File: config.mk
export PLATFORM = sky130hd
export DESIGN_NAME = fuzz_run_ctrl_flat
export DESIGN_NICKNAME = d
export VERILOG_FILES = /design/src/rtl/fuzz_run_ctrl_if.sv /design/src/rtl/fuzz_run_ctrl.sv /design/src/flat_wrapper.sv
export SDC_FILE = /design/constraint.sdc
export NUM_CORES = 1
export LEC_CHECK = 0
export CELL_PAD_IN_SITES_DETAIL_PLACEMENT = 1
export CELL_PAD_IN_SITES_GLOBAL_PLACEMENT = 2
export CORE_MARGIN = 1.5
export CORE_UTILIZATION = 29
export DETAILED_ROUTE_END_ITERATION = 10
export HOLD_SLACK_MARGIN = 0.12
export PLACE_DENSITY_LB_ADDON = 0.3
export SKIP_LAST_GASP = 1
export SLEW_MARGIN = 20
export SYNTH_ARGS = -nofsm -noshare
export SYNTH_HDL_FRONTEND = slang
export SYNTH_SLANG_ARGS = --single-unit
File: constraint.sdc
create_clock -name clk -period 3.6 [get_ports clk]
set_input_delay 0.54 -clock clk [delete_from_list [all_inputs] [get_ports clk]]
set_output_delay 0.54 -clock clk [all_outputs]
set_load 0.03 [all_outputs]
File: src/rtl/fuzz_run_ctrl_if.sv
// fuzz_run_ctrl_if: host/DUT-side bundle of the fuzz run controller (master = host + DUT, slave = controller)
interface fuzz_run_ctrl_if #(
  parameter int IN_W = 154,
  parameter int OUT_W = 159,
  parameter int CNT_W = 32
);
  logic start;
  logic abort;
  logic [31:0] seed;
  logic [CNT_W-1:0] cycles;
  logic busy;
  logic done;
  logic stim_valid;
  logic [IN_W-1:0] dut_in;
  logic [OUT_W-1:0] dut_out;
  logic [CNT_W-1:0] cyc_count;
  logic [31:0] signature;
  modport master (
    output start, abort, seed, cycles, dut_out,
    input busy, done, stim_valid, dut_in, cyc_count, signature
  );
  modport slave (
    input start, abort, seed, cycles, dut_out,
    output busy, done, stim_valid, dut_in, cyc_count, signature
  );
endinterface

File: src/rtl/fuzz_run_ctrl.sv
// fuzz_run_ctrl: seeded xorshift32 stimulus sequencer that compresses DUT responses into a 32-bit MISR
// Ports: clk, rst_n (async active-low); bus.slave carries start/abort/seed/cycles in,
// busy/done/stim_valid/cyc_count/signature out, dut_in to the fuzzed DUT and dut_out back from it.
module fuzz_run_ctrl #(
  parameter int IN_W = 154,
  parameter int OUT_W = 159,
  parameter int CNT_W = 32
) (
  input logic clk,
  input logic rst_n,
  fuzz_run_ctrl_if.slave bus
);
  localparam logic [31:0] POLY = 32'h04C11DB7;
  typedef enum logic [2:0] {IDLE, SEED, SETTLE, RUN, DRAIN, DONE} state_t;
  state_t state, state_n;
  logic [31:0] seed_q, prng, sig, fold;
  logic [CNT_W-1:0] n_q, cyc;
  logic [IN_W-1:0] din;
  logic [4:0][31:0] w;
  logic [159:0] vec, opad;
  logic accept, init, load, samp, unused_vec;

  function automatic logic [31:0] xs(input logic [31:0] x);
    logic [31:0] y;
    y = x ^ (x << 13);
    y = y ^ (y >> 17);
    return y ^ (y << 5);
  endfunction

  // five chained PRNG words per vector; w0 lands in the MSBs, truncation drops the LSBs of w4
  always_comb begin
    w[0] = xs(prng);
    for (int i = 1; i < 5; i++) w[i] = xs(w[i-1]);
    vec = {w[0], w[1], w[2], w[3], w[4]};
    opad = '0;
    opad[OUT_W-1:0] = bus.dut_out;
    fold = '0;
    for (int i = 0; i < 5; i++) fold = fold ^ opad[32*i +: 32];
  end

  assign unused_vec = ^vec;

  // cyc counts vectors already issued, so RUN cycle k sees cyc == k; the first sample is
  // taken at the end of RUN cycle 2, when the DUT has answered vector 1
  always_comb begin
    state_n = state;
    accept = 1'b0;
    init = 1'b0;
    load = 1'b0;
    samp = 1'b0;
    if (state != IDLE && bus.abort) state_n = IDLE;
    else begin
      case (state)
        IDLE: begin
          accept = bus.start;
          state_n = bus.start ? SEED : IDLE;
        end
        SEED: begin
          init = 1'b1;
          state_n = SETTLE;
        end
        SETTLE: begin
          load = n_q != '0;
          state_n = n_q != '0 ? RUN : DONE;
        end
        RUN: begin
          load = cyc != n_q;
          samp = cyc != CNT_W'(1);
          state_n = cyc != n_q ? RUN : DRAIN;
        end
        DRAIN: begin
          samp = 1'b1;
          state_n = DONE;
        end
        default: state_n = IDLE;
      endcase
    end
  end

  always_ff @(posedge clk or negedge rst_n) begin
    if (!rst_n) state <= IDLE;
    else state <= state_n;
  end

  always_ff @(posedge clk or negedge rst_n) begin
    if (!rst_n) begin
      seed_q <= '0;
      n_q <= '0;
      prng <= 32'h1;
      sig <= '0;
      cyc <= '0;
      din <= '0;
    end else begin
      if (accept) begin
        seed_q <= bus.seed;
        n_q <= bus.cycles;
      end
      if (init) begin
        prng <= seed_q == '0 ? 32'h1 : seed_q;
        sig <= '1;
        cyc <= '0;
      end
      if (load) begin
        din <= vec[159 -: IN_W];
        prng <= w[4];
        cyc <= &cyc ? cyc : cyc + CNT_W'(1);
      end
      if (samp) sig <= {sig[30:0], 1'b0} ^ (sig[31] ? POLY : 32'h0) ^ fold;
    end
  end

  assign bus.busy = state != IDLE;
  assign bus.done = state == DONE;
  assign bus.stim_valid = state == RUN;
  assign bus.dut_in = din;
  assign bus.cyc_count = cyc;
  assign bus.signature = sig;
endmodule
File: src/flat_wrapper.sv
// flat-port wrapper written by rule: the top's interface ports become plain ports
module fuzz_run_ctrl_flat 
#(
  parameter int IN_W = 154,
  parameter int OUT_W = 159,
  parameter int CNT_W = 32
)
  (clk, rst_n, bus_start, bus_abort, bus_seed, bus_cycles, bus_dut_out, bus_busy, bus_done, bus_stim_valid, bus_dut_in, bus_cyc_count, bus_signature);
  fuzz_run_ctrl_if #(.IN_W(IN_W), .OUT_W(OUT_W), .CNT_W(CNT_W)) bus_i ();
  input logic clk;
  input logic rst_n;
  input wire logic [$bits(bus_i.start)-1:0] bus_start;
  input wire logic [$bits(bus_i.abort)-1:0] bus_abort;
  input wire logic [$bits(bus_i.seed)-1:0] bus_seed;
  input wire logic [$bits(bus_i.cycles)-1:0] bus_cycles;
  input wire logic [$bits(bus_i.dut_out)-1:0] bus_dut_out;
  output wire logic [$bits(bus_i.busy)-1:0] bus_busy;
  output wire logic [$bits(bus_i.done)-1:0] bus_done;
  output wire logic [$bits(bus_i.stim_valid)-1:0] bus_stim_valid;
  output wire logic [$bits(bus_i.dut_in)-1:0] bus_dut_in;
  output wire logic [$bits(bus_i.cyc_count)-1:0] bus_cyc_count;
  output wire logic [$bits(bus_i.signature)-1:0] bus_signature;
  assign bus_i.start = bus_start;
  assign bus_i.abort = bus_abort;
  assign bus_i.seed = bus_seed;
  assign bus_i.cycles = bus_cycles;
  assign bus_i.dut_out = bus_dut_out;
  assign bus_busy = bus_i.busy;
  assign bus_done = bus_i.done;
  assign bus_stim_valid = bus_i.stim_valid;
  assign bus_dut_in = bus_i.dut_in;
  assign bus_cyc_count = bus_i.cyc_count;
  assign bus_signature = bus_i.signature;
  fuzz_run_ctrl #(.IN_W(IN_W), .OUT_W(OUT_W), .CNT_W(CNT_W)) u_core (.clk(clk), .rst_n(rst_n), .bus(bus_i));
endmodule
; Word-level counts from Yosys, hierarchy flattened
; Cells that the tools add are included.
[totals]
out_inout_bits = 221
word_cells = 68
latch_bits = 0
inputBits = 227
romBits = 0
ramBits = 0
reg_bits = 317
mem_count = 0
[op_classes]
n_eq_ne = 8
magnitude_cmp = 0
n_reduce_logical = 9
bitwise_logic = 21
multipliers = 0
shifts = 0
n_addsub = 1
mux = 22
div_mod_pow = 0
[op_table]
columns = cell, n
row1 = $xor A32 B32 Y32, 15
row2 = $mux W32, 8
row3 = $xor A32 B15 Y32, 5
row4 = $add A32 B1 Y32 const B, 1
row5 = $logic_not A32 Y1, 1
row6 = $ne A32 B1 Y1 const B, 1
row7 = $ne A32 B32 Y1, 1
row8 = $reduce_and A32 Y1, 1
row9 = $reduce_bool A32 Y1, 1
row10 = $xor A32 B31 Y32, 1
row11 = $mux W27, 1
row12 = $pmux W3 S5, 1
row13 = $mux W3, 3
row14 = $mux W1, 7
row15 = $eq A3 B2 Y1 const B, 2
row16 = $eq A3 B3 Y1 const B, 2
row17 = $pmux W1 S2, 2
row18 = $reduce_bool A2 Y1, 2
row19 = $eq A3 B1 Y1 const B, 1
row20 = $logic_not A3 Y1, 1
row21 = $reduce_bool A3 Y1, 1
row22 = $ne A2 B2 Y1 const B, 1
row23 = $reduce_and A2 Y1, 1
row24 = $logic_and A1 B1 Y1, 1

; Longest topological paths before layout
; Gate-level depths: netlist of run 1.
[depth]
word_depth = 16
mapped_depth = 12
mapped_depth_nobuf = 10

; Worst setup path after synthesis of run 1
; Ideal clock, no wire load.
[synth_path]
path_type = reg2reg
from = register u_core.prng[12]
to = register u_core.prng[14]
n_path_buf = 1
synth_period_minus_slack_ns = 3.530
slack_ns = 0.070
arrival_ns = 3.393
path_stages_with_launch = 11
t_required_ns = 3.463
setup_ns = 0.137
path_cell_list = dfrtp_1 -> buf_6 -> xnor2_4 -> xor3_2 -> xnor2_4 -> xnor3_2 -> xnor2_2 -> xnor3_2 -> xnor3_1 -> xnor2_1 -> a21oi_1
[synth_via]
elab_chain_len = 16
[synth_rtl]
columns = element, line_no
row1 = start: declaration, fuzz_run_ctrl.sv:16  ; logic [31:0] seed_q, prng, sig, fold;
row2 = start signal: assignment, fuzz_run_ctrl.sv:99  ; prng <= seed_q == '0 ? 32'h1 : seed_q;
row3 = start signal: assignment, fuzz_run_ctrl.sv:105  ; prng <= w[4];
row4 = $xor A32 B32 Y32, fuzz_run_ctrl.sv:25  ; y = x ^ (x << 13);
row5 = $xor A32 B15 Y32, fuzz_run_ctrl.sv:26  ; y = y ^ (y >> 17);
row6 = $xor A32 B32 Y32, fuzz_run_ctrl.sv:27  ; return y ^ (y << 5);
row7 = $xor A32 B32 Y32, fuzz_run_ctrl.sv:25
row8 = $xor A32 B15 Y32, fuzz_run_ctrl.sv:26
row9 = $xor A32 B32 Y32, fuzz_run_ctrl.sv:27
row10 = $xor A32 B32 Y32, fuzz_run_ctrl.sv:25
row11 = $xor A32 B15 Y32, fuzz_run_ctrl.sv:26
row12 = $xor A32 B32 Y32, fuzz_run_ctrl.sv:27
row13 = $xor A32 B32 Y32, fuzz_run_ctrl.sv:25
row14 = $xor A32 B15 Y32, fuzz_run_ctrl.sv:26
row15 = $xor A32 B32 Y32, fuzz_run_ctrl.sv:27
row16 = $xor A32 B32 Y32, fuzz_run_ctrl.sv:25
row17 = $xor A32 B15 Y32, fuzz_run_ctrl.sv:26
row18 = $xor A32 B32 Y32, fuzz_run_ctrl.sv:27
row19 = $mux W32, fuzz_run_ctrl.sv:103  ; if (load) begin
; No other way between the ends.
; A chain may end at the register's enable or synchronous reset.

; Final worst setup path of run 1
[layout_path]
from = register u_core.prng[15]
to = register u_core.din[18] (netlist: u_core.bus.dut_in[18])
[layout_via]
elab_chain_len = 15
[layout_rtl]
columns = element, line_no
row1 = $xor A32 B32 Y32, fuzz_run_ctrl.sv:25
row2 = $xor A32 B15 Y32, fuzz_run_ctrl.sv:26
row3 = $xor A32 B32 Y32, fuzz_run_ctrl.sv:27
row4 = $xor A32 B32 Y32, fuzz_run_ctrl.sv:25
row5 = $xor A32 B15 Y32, fuzz_run_ctrl.sv:26
row6 = $xor A32 B32 Y32, fuzz_run_ctrl.sv:27
row7 = $xor A32 B32 Y32, fuzz_run_ctrl.sv:25
row8 = $xor A32 B15 Y32, fuzz_run_ctrl.sv:26
row9 = $xor A32 B32 Y32, fuzz_run_ctrl.sv:27
row10 = $xor A32 B32 Y32, fuzz_run_ctrl.sv:25
row11 = $xor A32 B15 Y32, fuzz_run_ctrl.sv:26
row12 = $xor A32 B32 Y32, fuzz_run_ctrl.sv:27
row13 = $xor A32 B32 Y32, fuzz_run_ctrl.sv:25
row14 = $xor A32 B15 Y32, fuzz_run_ctrl.sv:26
row15 = $xor A32 B32 Y32, fuzz_run_ctrl.sv:27
row16 = end signal: assignment, fuzz_run_ctrl.sv:104  ; din <= vec[159 -: IN_W];
row17 = end: declaration, fuzz_run_ctrl.sv:18  ; logic [IN_W-1:0] din;
; No other way between the ends.

==> results of run 1 <==
[logic make-up (layout without fill, tap and decap cells)]
kind of cell / Yosys count / after routing
mux: 82 / 82
flops: 317 / 317
other cells: 0 / 3
fa+ha+maj: 2 / 2
compound gates: 185 / 185
buf+inv: 101 / 871
xor+xnor: 601 / 601
simple gates: 476 / 476
[metrics by stage]
step	setup TNS, ns	util, %	hold slack, ns
after floorplan	0	-	0.244
final	-0.875	45.1	0.476
after global routing	-3.42	45.1	0.511
after global placement	-5.19	41.0	0.463
after CTS	-0.0183	43.7	0.479
after detailed placement	-6.64	41.0	0.464
[layout by cell type, fill, tap and decap left out, drive strengths merged, types with 2 or more instances in the layout]
cell | netlist | layout
and4 | 2 | 2
bufinv | 0 | 3
clkdlybuf4s50 | 0 | 446
nand4 | 15 | 15
a31oi | 2 | 2
clkinv | 0 | 8
mux2i | 14 | 14
or2 | 3 | 3
nand3 | 19 | 19
o21ai | 69 | 69
and3 | 20 | 20
mux2 | 68 | 68
nand2 | 231 | 231
buf | 23 | 349
inv | 5 | 7
or3 | 4 | 4
dfrtp | 316 | 316
nor2 | 102 | 102
nor3 | 43 | 43
xnor2 | 367 | 367
ha | 2 | 2
xnor3 | 54 | 54
a21oi | 110 | 110
clkinvlp | 0 | 4
xor3 | 14 | 14
diode | 0 | 3
clkbuf | 73 | 53
xor2 | 166 | 166
nor4 | 31 | 31
[worst paths after layout]
path	startpoint	endpoint	slack, ns	depth (start not counted)
setup / recovery	u_core.prng[15]	u_core.bus.dut_in[18]	-0.09	13
hold / removal	u_core.bus.dut_in[83]	u_core.bus.dut_in[83]	0.48	2
setup reg to reg	u_core.prng[15]	u_core.bus.dut_in[18]	-0.09	13
hold reg to reg	u_core.bus.dut_in[83]	u_core.bus.dut_in[83]	0.48	2
max in group asynchronous	rst_n	u_core.prng[18]	2.02	3
min in group asynchronous	rst_n	u_core.bus.dut_in[148]	0.59	2
[worst min-delay path: stages (launching register included)]
cell,delay (ns)
sky130_fd_sc_hd__dfrtp_1,0.35
sky130_fd_sc_hd__nand2_1,0.05
sky130_fd_sc_hd__nand2_1,0.05
[cells in the mapped netlist, types with 2 or more instances]
master,n
sky130_fd_sc_hd__xnor2_2,23
sky130_fd_sc_hd__xor3_1,9
sky130_fd_sc_hd__xnor2_4,8
sky130_fd_sc_hd__mux2_2,68
sky130_fd_sc_hd__and4_1,2
sky130_fd_sc_hd__or3_1,4
sky130_fd_sc_hd__dfrtp_1,316
sky130_fd_sc_hd__nor3_1,43
sky130_fd_sc_hd__nand2_1,231
sky130_fd_sc_hd__o21ai_0,60
sky130_fd_sc_hd__nand4_1,15
sky130_fd_sc_hd__clkbuf_1,73
sky130_fd_sc_hd__xor3_2,5
sky130_fd_sc_hd__nand3_1,19
sky130_fd_sc_hd__inv_1,5
sky130_fd_sc_hd__o21ai_1,9
sky130_fd_sc_hd__xor2_1,157
sky130_fd_sc_hd__xnor3_2,10
sky130_fd_sc_hd__nor2_1,102
sky130_fd_sc_hd__and3_1,20
sky130_fd_sc_hd__or2_1,2
sky130_fd_sc_hd__a31oi_1,2
sky130_fd_sc_hd__a21oi_1,110
sky130_fd_sc_hd__nor4_1,31
sky130_fd_sc_hd__buf_2,9
sky130_fd_sc_hd__buf_1,3
sky130_fd_sc_hd__xnor3_1,44
sky130_fd_sc_hd__ha_1,2
sky130_fd_sc_hd__buf_4,9
sky130_fd_sc_hd__xor2_2,8
sky130_fd_sc_hd__xnor2_1,336
sky130_fd_sc_hd__buf_6,2
sky130_fd_sc_hd__mux2i_1,14
[sequential cells by signal, summed over array words and instances (netlist names)]
register	count
u_core.bus.cyc_count	32
u_core.bus.dut_in	154
u_core.bus.signature	32
u_core.n_q	32
u_core.prng	32
u_core.seed_q	32
u_core.state	3
[layer usage]
layer	wire length [µm]	vias to the layer above	share of wire [%]	track usage (%)
met3	4590	127	5.9	5.43
li1	-	7298	-	-
met2	40700	438	52	41.4
met5	78	-	0.10	0
met4	2610	12	3.3	7.50
met1	30300	7908	39	26.1
[timing repair]
| item | in CTS | in global routing |
|---|---|---|
| resized for setup | 64 | 90 |
| hold buffers | 1 | 0 |
| hold endpoints to repair | 84 | 0 |
| buffers inserted | 13 | 37 |
| endpoints found under the setup margin | 51 | 51 |
| pin swaps | 24 | 28 |
[layout make-up]
cell class                 count  area, µm²
fill                        6998      35400
multi-input combinational   1346      11500
sequential                   317       7960
timing repair buffer         796       7250
clock buffer                  53       1110
tap                          855       1070
clock inverter                17        215
inverter                       5       18.8
antenna                        3       7.51
==> reports/qor.log, run 1 <==
[final_layout] post-layout instance area 0.0291 mm²
[placement] HPWL after detailed placement 61.2 mm
[logic_synthesis] gate count after technology mapping 1764
[status] violated checks negative setup slack
[placement] placed inst area 0.0265 mm²
[routing] Detailed Route Iter0 Violations 780
[floorplan] full die area 0.0669 mm²
[final_layout] number of nets in the layout 2735
[floorplan] chip height 259 µm
[logic_synthesis] share of flip-flops with an asynchronous set or reset after synthesis 100%
[hold_path] path category of the worst min-delay check reg2reg
[placement] IO buf count 447
[setup_path] cell type group with the largest total delay on the critical path XOR/XNOR gates
[routing] # DRC 0
[timing] Final Hold Violating Endpoints 0
[clocking] Clock Latency Late Sink 0.59 ns
[setup_path] startpoint kind of the worst setup timing path flop
[global_routing] largest net degree at the start of global routing 197
[floorplan] Top-Level Pins 448
[logic_synthesis] combinational family with the most area after synthesis XOR/XNOR gates
[setup_path] Worst Path Required 4.01 ns
[setup_path] Worst Setup End Kind flop
[setup_path] critical path's largest stage delay 0.47 ns
[floorplan] core outline area 0.0646 mm²
[timing] final critical-path share of the clock period 102%
[floorplan] number of standard-cell rows in the floorplan 93
[routing] via count of the routed design 15800
[logic_synthesis] area share of the largest cell type after synthesis 41.7%
[global_routing] Global Route Usage Sum 22.8%
[final_layout] final cell count without fillers 3392
[routing] DR vias/cell 4.65
[final_layout] ratio of cells with drive above 1 in the final layout 25.8%
[timing] final-report setup violation count 20
[logic_synthesis] Main synth FF type sky130_fd_sc_hd__dfrtp_1
[logic_synthesis] number of flops mapped to enable cells by yosys 0
[logic_synthesis] net count after synthesis 1993
[logic_synthesis] compound-cell area share of the yosys netlist 4.94%
[setup_path] number of buffer and inverter stages on the critical path 3
[floorplan] initial core utilization 29.4%
[timing] Max transition margin 31.3%
[clocking] CTS Root Cell sky130_fd_sc_hd__clkbuf_16
[routing] residual antenna-violating net count after detailed routing 0
[timing] post-layout worst setup margin -0.0874 ns
[setup_path] Max stage delay cell, worst path sky130_fd_sc_hd__xnor3_2
[timing] skew final 0.0246 ns
[timing] Fmax achieved 271 MHz
[logic_synthesis] top cells by area, synth sky130_fd_sc_hd__dfrtp_1 (42%), sky130_fd_sc_hd__xnor2_1 (16%), sky130_fd_sc_hd__xor2_1 (7.3%)
[run] number of max-cap violations 0
[logic_synthesis] largest area contributor in the netlist sky130_fd_sc_hd__dfrtp_1
[clocking] maximum count of clock buffers along a single path 3
[logic_synthesis] distinct cell type count after synthesis 46
[timing] unrepaired setup endpoints after global routing yes
[status] result of the run finished with violations
[final_layout] area added between synthesis and finish 53.7%
[routing] average wire length per cell after detail routing 23.1 µm
[logic_synthesis] Synthesis Warnings 0
[floorplan] DIE WIDTH 259 µm
[clocking] clock sink count 317
[placement] routability cong. 0.928
[logic_synthesis] sequential share of the synthesized area 41.9%
[timing] transition time at the pin with the least slew margin 1.03 ns
[logic_synthesis] number of flip-flops and latches in the synthesized netlist 317
[timing] final period demand of the worst path 3.69 ns
[logic_synthesis] post-synth design cell area 0.0190 mm²
[global_routing] wire length of the first global-routing pass 113 mm
[logic_synthesis] XOR/XNOR share of the synthesized area 35.0%
[clocking] clock buffers created by TritonCTS 40
[logic_synthesis] mux share of post-synthesis cell area 4.78%
[setup_path] cell breakdown of the critical path buf_4 > xnor3_2 > xnor2_4 > buf_4 > xor2_4 > xnor2_4 > xnor2_4 > xnor2_2 > buf_4 > xor3_2 > xor2_4 > xor2_2 > a21oi_1
[clocking] clock tree from TritonCTS yes
[timing] count of final max-slew check failures 0
[clocking] register clock-pin slew on the reported worst setup and hold paths 0.06 ns
[logic_synthesis] mean area per synthesized cell 10.7 µm²
[global_routing] initial antenna violation count 10
[setup_path] critical path data arrival time 4.10 ns
[placement] DP Worst Slack -0.277 ns
[placement] Inst Count DP 3268
[setup_path] Worst Path Max Fanout 4
[logic_synthesis] adder-cell area share of the yosys netlist 0.132%
[logic_synthesis] area fraction in and, or, nand and nor cells after synthesis 11.0%
[global_routing] vias in the first global route 17300
[routing] detailed-router iteration count before antenna repair 5
[clocking] number of H-tree levels 2
[global_routing] overall overflow remaining after global route 0
[routing] wirelength, routed 78.2 mm
[setup_path] Setup CP Type reg2reg
Power of run 1 is not shown: default switching activity piles up to over one toggle a cycle in this logic, so the estimate is an artifact.
==> inputs of run 2 (changes only) <==
--- a/config.mk
+++ b/config.mk
@@ -7,9 +7,10 @@
 export LEC_CHECK = 0
 export CELL_PAD_IN_SITES_DETAIL_PLACEMENT = 1
 export CELL_PAD_IN_SITES_GLOBAL_PLACEMENT = 2
-export CORE_MARGIN = 1.5
+export CORE_MARGIN = 3
 export CORE_UTILIZATION = 29
 export DETAILED_ROUTE_END_ITERATION = 10
+export GPL_ROUTABILITY_DRIVEN = 1
 export HOLD_SLACK_MARGIN = 0.12
 export PLACE_DENSITY_LB_ADDON = 0.3
 export SKIP_LAST_GASP = 1
==> run 2 against run 1 <==
The flow still finishes with violations (negative setup slack). Global-route usage fell by 0.35 points. Die area rose by 2.3%. Clock-buffer cell count rose by 8. Sequential share of layout area fell by 0.28 points. Critical path depth rose by 1. Routed wire length rose by 1.8%. Non-clock buffer count rose by 18. First-iteration DRC count rose by 5.0%. Worst hold slack got worse by 0.0019 ns. Final area rose by 0.96%. Sequential cell count did not move. Critical path type unchanged.
==> reports/qor.log, run 2 (same netlist as run 1, synthesis figures left out) <==
[timing] final-report setup violation count 19 [-5.0%]
[setup_path] setup slack of the worst register-to-register path -0.12 ns [-0.03 ns]
[timing] Final Hold Slack 0.474 ns [-0.00190 ns]
[global_routing] largest net degree at the start of global routing 197 [unchanged]
[setup_path] number of cells on the worst reg-to-reg path 14 [+1]
[floorplan] chip height 262 µm [+1.2%]
[routing] wirelength, routed 79.7 mm [+1.8%]
[clocking] maximum count of clock buffers along a single path 3 [unchanged]
[routing] # DRC 0 [unchanged]
[global_routing] wire length of the first global-routing pass 113 mm [+0.43%]
[final_layout] ratio of cells with drive above 1 in the final layout 26.8% [+0.93 points]
[floorplan] full die area 0.0685 mm² [+2.3%]
[clocking] CTS Root Cell sky130_fd_sc_hd__clkbuf_16
[final_layout] max reg flops 154 [unchanged]
[floorplan] Top-Level Pins 448 [unchanged]
[final_layout] most common cell after layout, fill and taps aside sky130_fd_sc_hd__clkdlybuf4s50_1
[timing] Max transition margin 32.6% [+1.3 points]
[floorplan] number of standard-cell rows in the floorplan 93 [unchanged]
[hold_path] hold depth 2 [unchanged]
[timing] skew final 0.0395 ns [+0.0149 ns]
[clocking] clock tree from TritonCTS yes
[final_layout] number of nets in the layout 2754 [+0.69%]
[clocking] clock buffers created by TritonCTS 41 [+2.5%]
[setup_path] endpoint of the lowest-slack register-to-register path u_core.prng[17]
[routing] DR vias/cell 4.67 [+0.39%]
[status] violated checks negative setup slack
[routing] average wire length per cell after detail routing 23.3 µm [+1.2%]
[timing] Setup TNS Final -0.942 ns [-0.0672 ns]
[timing] transition time at the pin with the least slew margin 1.01 ns [-0.0196 ns]
[final_layout] area added between synthesis and finish 55.2%
[routing] via count of the routed design 15900 [+1.0%]
[global_routing] overall overflow remaining after global route 0 [unchanged]
[setup_path] Setup CP Type reg2reg
[routing] residual antenna-violating net count after detailed routing 0 [unchanged]
[placement] IO buf count 447 [unchanged]
[hold_path] path category of the worst min-delay check reg2reg
[final_layout] highest-count cells in the layout ignoring fill and taps sky130_fd_sc_hd__clkdlybuf4s50_1 (446), sky130_fd_sc_hd__buf_4 (335), sky130_fd_sc_hd__dfrtp_1 (299)
[timing] unrepaired setup endpoints after global routing yes
[clocking] Clock Latency Late Sink 0.59 ns [about the same]
[placement] HPWL after detailed placement 62.1 mm [+1.5%]
[run] number of max-cap violations 0 [unchanged]
[floorplan] core outline area 0.0646 mm² [unchanged]
[global_routing] initial antenna violation count 10 [unchanged]
[timing] Fmax achieved 269 MHz [-0.88%]
[setup_path] critical register-to-register path startpoint u_core.prng[22]
[setup_path] startpoint kind of the worst setup timing path flop
[floorplan] DIE WIDTH 262 µm [+1.2%]
[routing] detailed-router iteration count before antenna repair 5 [unchanged]
[timing] final period demand of the worst path 3.72 ns [+0.0326 ns]
[status] result of the run finished with violations
[hold_path] hold path startpoint u_core.bus.dut_in[96]
[clocking] number of H-tree levels 2 [unchanged]
[routing] Detailed Route Iter0 Violations 819 [+5.0%]
[setup_path] Worst Path Required 4.00 ns [about the same]
[setup_path] Worst Setup End Kind flop
[hold_path] WHS Endpoint u_core.bus.dut_in[96]
[floorplan] initial core utilization 29.4% [unchanged]
[placement] DP Worst Slack -0.336 ns [-0.0596 ns]
[timing] final critical-path share of the clock period 103% [+0.90 points]
[clocking] clock sink count 317 [unchanged]
[global_routing] Global Route Usage Sum 22.4% [-0.35 points]
[placement] routability cong. 0.935 [+0.72%]
[setup_path] Worst Path Max Fanout 3 [-1]
[timing] Final Hold Violating Endpoints 0 [unchanged]
[timing] count of final max-slew check failures 0 [unchanged]
[setup_path] critical path data arrival time 4.12 ns [+0.02 ns]
[global_routing] vias in the first global route 17300 [+0.13%]
[timing] post-layout worst setup margin -0.120 ns [-0.0326 ns]
[clocking] register clock-pin slew on the reported worst setup and hold paths 0.07 ns [about the same]
-- run 2: cell types whose count changed in the layout (fill, tap and decap cells not counted), sizes merged, moves of 2 or more --
cell and delta:
buf +18, diode +2, clkinvlp -4, clkbuf +8, clkinv -2
-- run 2: how the worst max path moves through the flow --
stage	start	to	depth (start not counted)	slack, ns
6_report	u_core.prng[22]	u_core.prng[17]	14	-0.12
5_1_grt	u_core.prng[22]	u_core.prng[10]	14	-0.21
4_1_cts	u_core.prng[7]	u_core.prng[31]	12	-0.04
3_5_place_dp	u_core.prng[29]	u_core.prng[11]	10	-0.34
3_3_place_gp	u_core.prng[13]	u_core.prng[11]	10	-0.29
2_1_floorplan	u_core.prng[12]	u_core.prng[14]	10	0.07
-- run 2: layout make-up --
class / instances / area [µm²]
clock buffers: 61 / 1180
fillers: 6977 / 35200
clock inverters: 11 / 131
repair buffers: 814 / 7500
inverters: 5 / 18.8
flip-flops and latches: 317 / 7960
multi-input cells: 1346 / 11500
well taps: 855 / 1070
diodes: 5 / 12.5
-- run 2: per-layer routing --
metal	up-vias	global-route usage (%)	wire length, µm
met4	10	9.82	3250
met2	470	39.6	40900
met5	-	0	69
li1	7331	-	-
met3	152	5.65	5130
met1	7984	25.7	30300
-- run 2: stage by stage --
step	std cells	instance area (µm²)	util, %
2_1_floorplan	1764	19000	-
3_3_place_gp	3268	26500	41.1
3_5_place_dp	3268	26500	41.1
4_1_cts	3353	28300	43.8
5_1_grt	3412	29400	45.5
6_report	3414	29400	45.6
-- run 2: worst max-delay path, cell delays in order, from the launching register on --
cell	delay, ns
sky130_fd_sc_hd__dfrtp_1	0.42
sky130_fd_sc_hd__buf_4	0.15
sky130_fd_sc_hd__xnor3_1	0.44
sky130_fd_sc_hd__buf_4	0.18
sky130_fd_sc_hd__xnor2_1	0.22
sky130_fd_sc_hd__buf_4	0.17
sky130_fd_sc_hd__xor3_2	0.51
sky130_fd_sc_hd__xnor2_1	0.31
sky130_fd_sc_hd__xnor2_2	0.19
sky130_fd_sc_hd__xnor2_1	0.17
sky130_fd_sc_hd__buf_4	0.16
sky130_fd_sc_hd__xnor2_1	0.14
sky130_fd_sc_hd__xnor2_1	0.18
sky130_fd_sc_hd__buf_4	0.19
sky130_fd_sc_hd__a21oi_1	0.09
-- run 2: repair_timing --
action	4_1_cts	5_1_grt
gates resized for setup	63	105
endpoints found under the setup margin	53	55
hold buffers	1	0
pin swaps	25	60
cloned	0	0
hold endpoints to repair	88	0
buffers inserted	12	57
Power of run 2 is left out for the same reason.
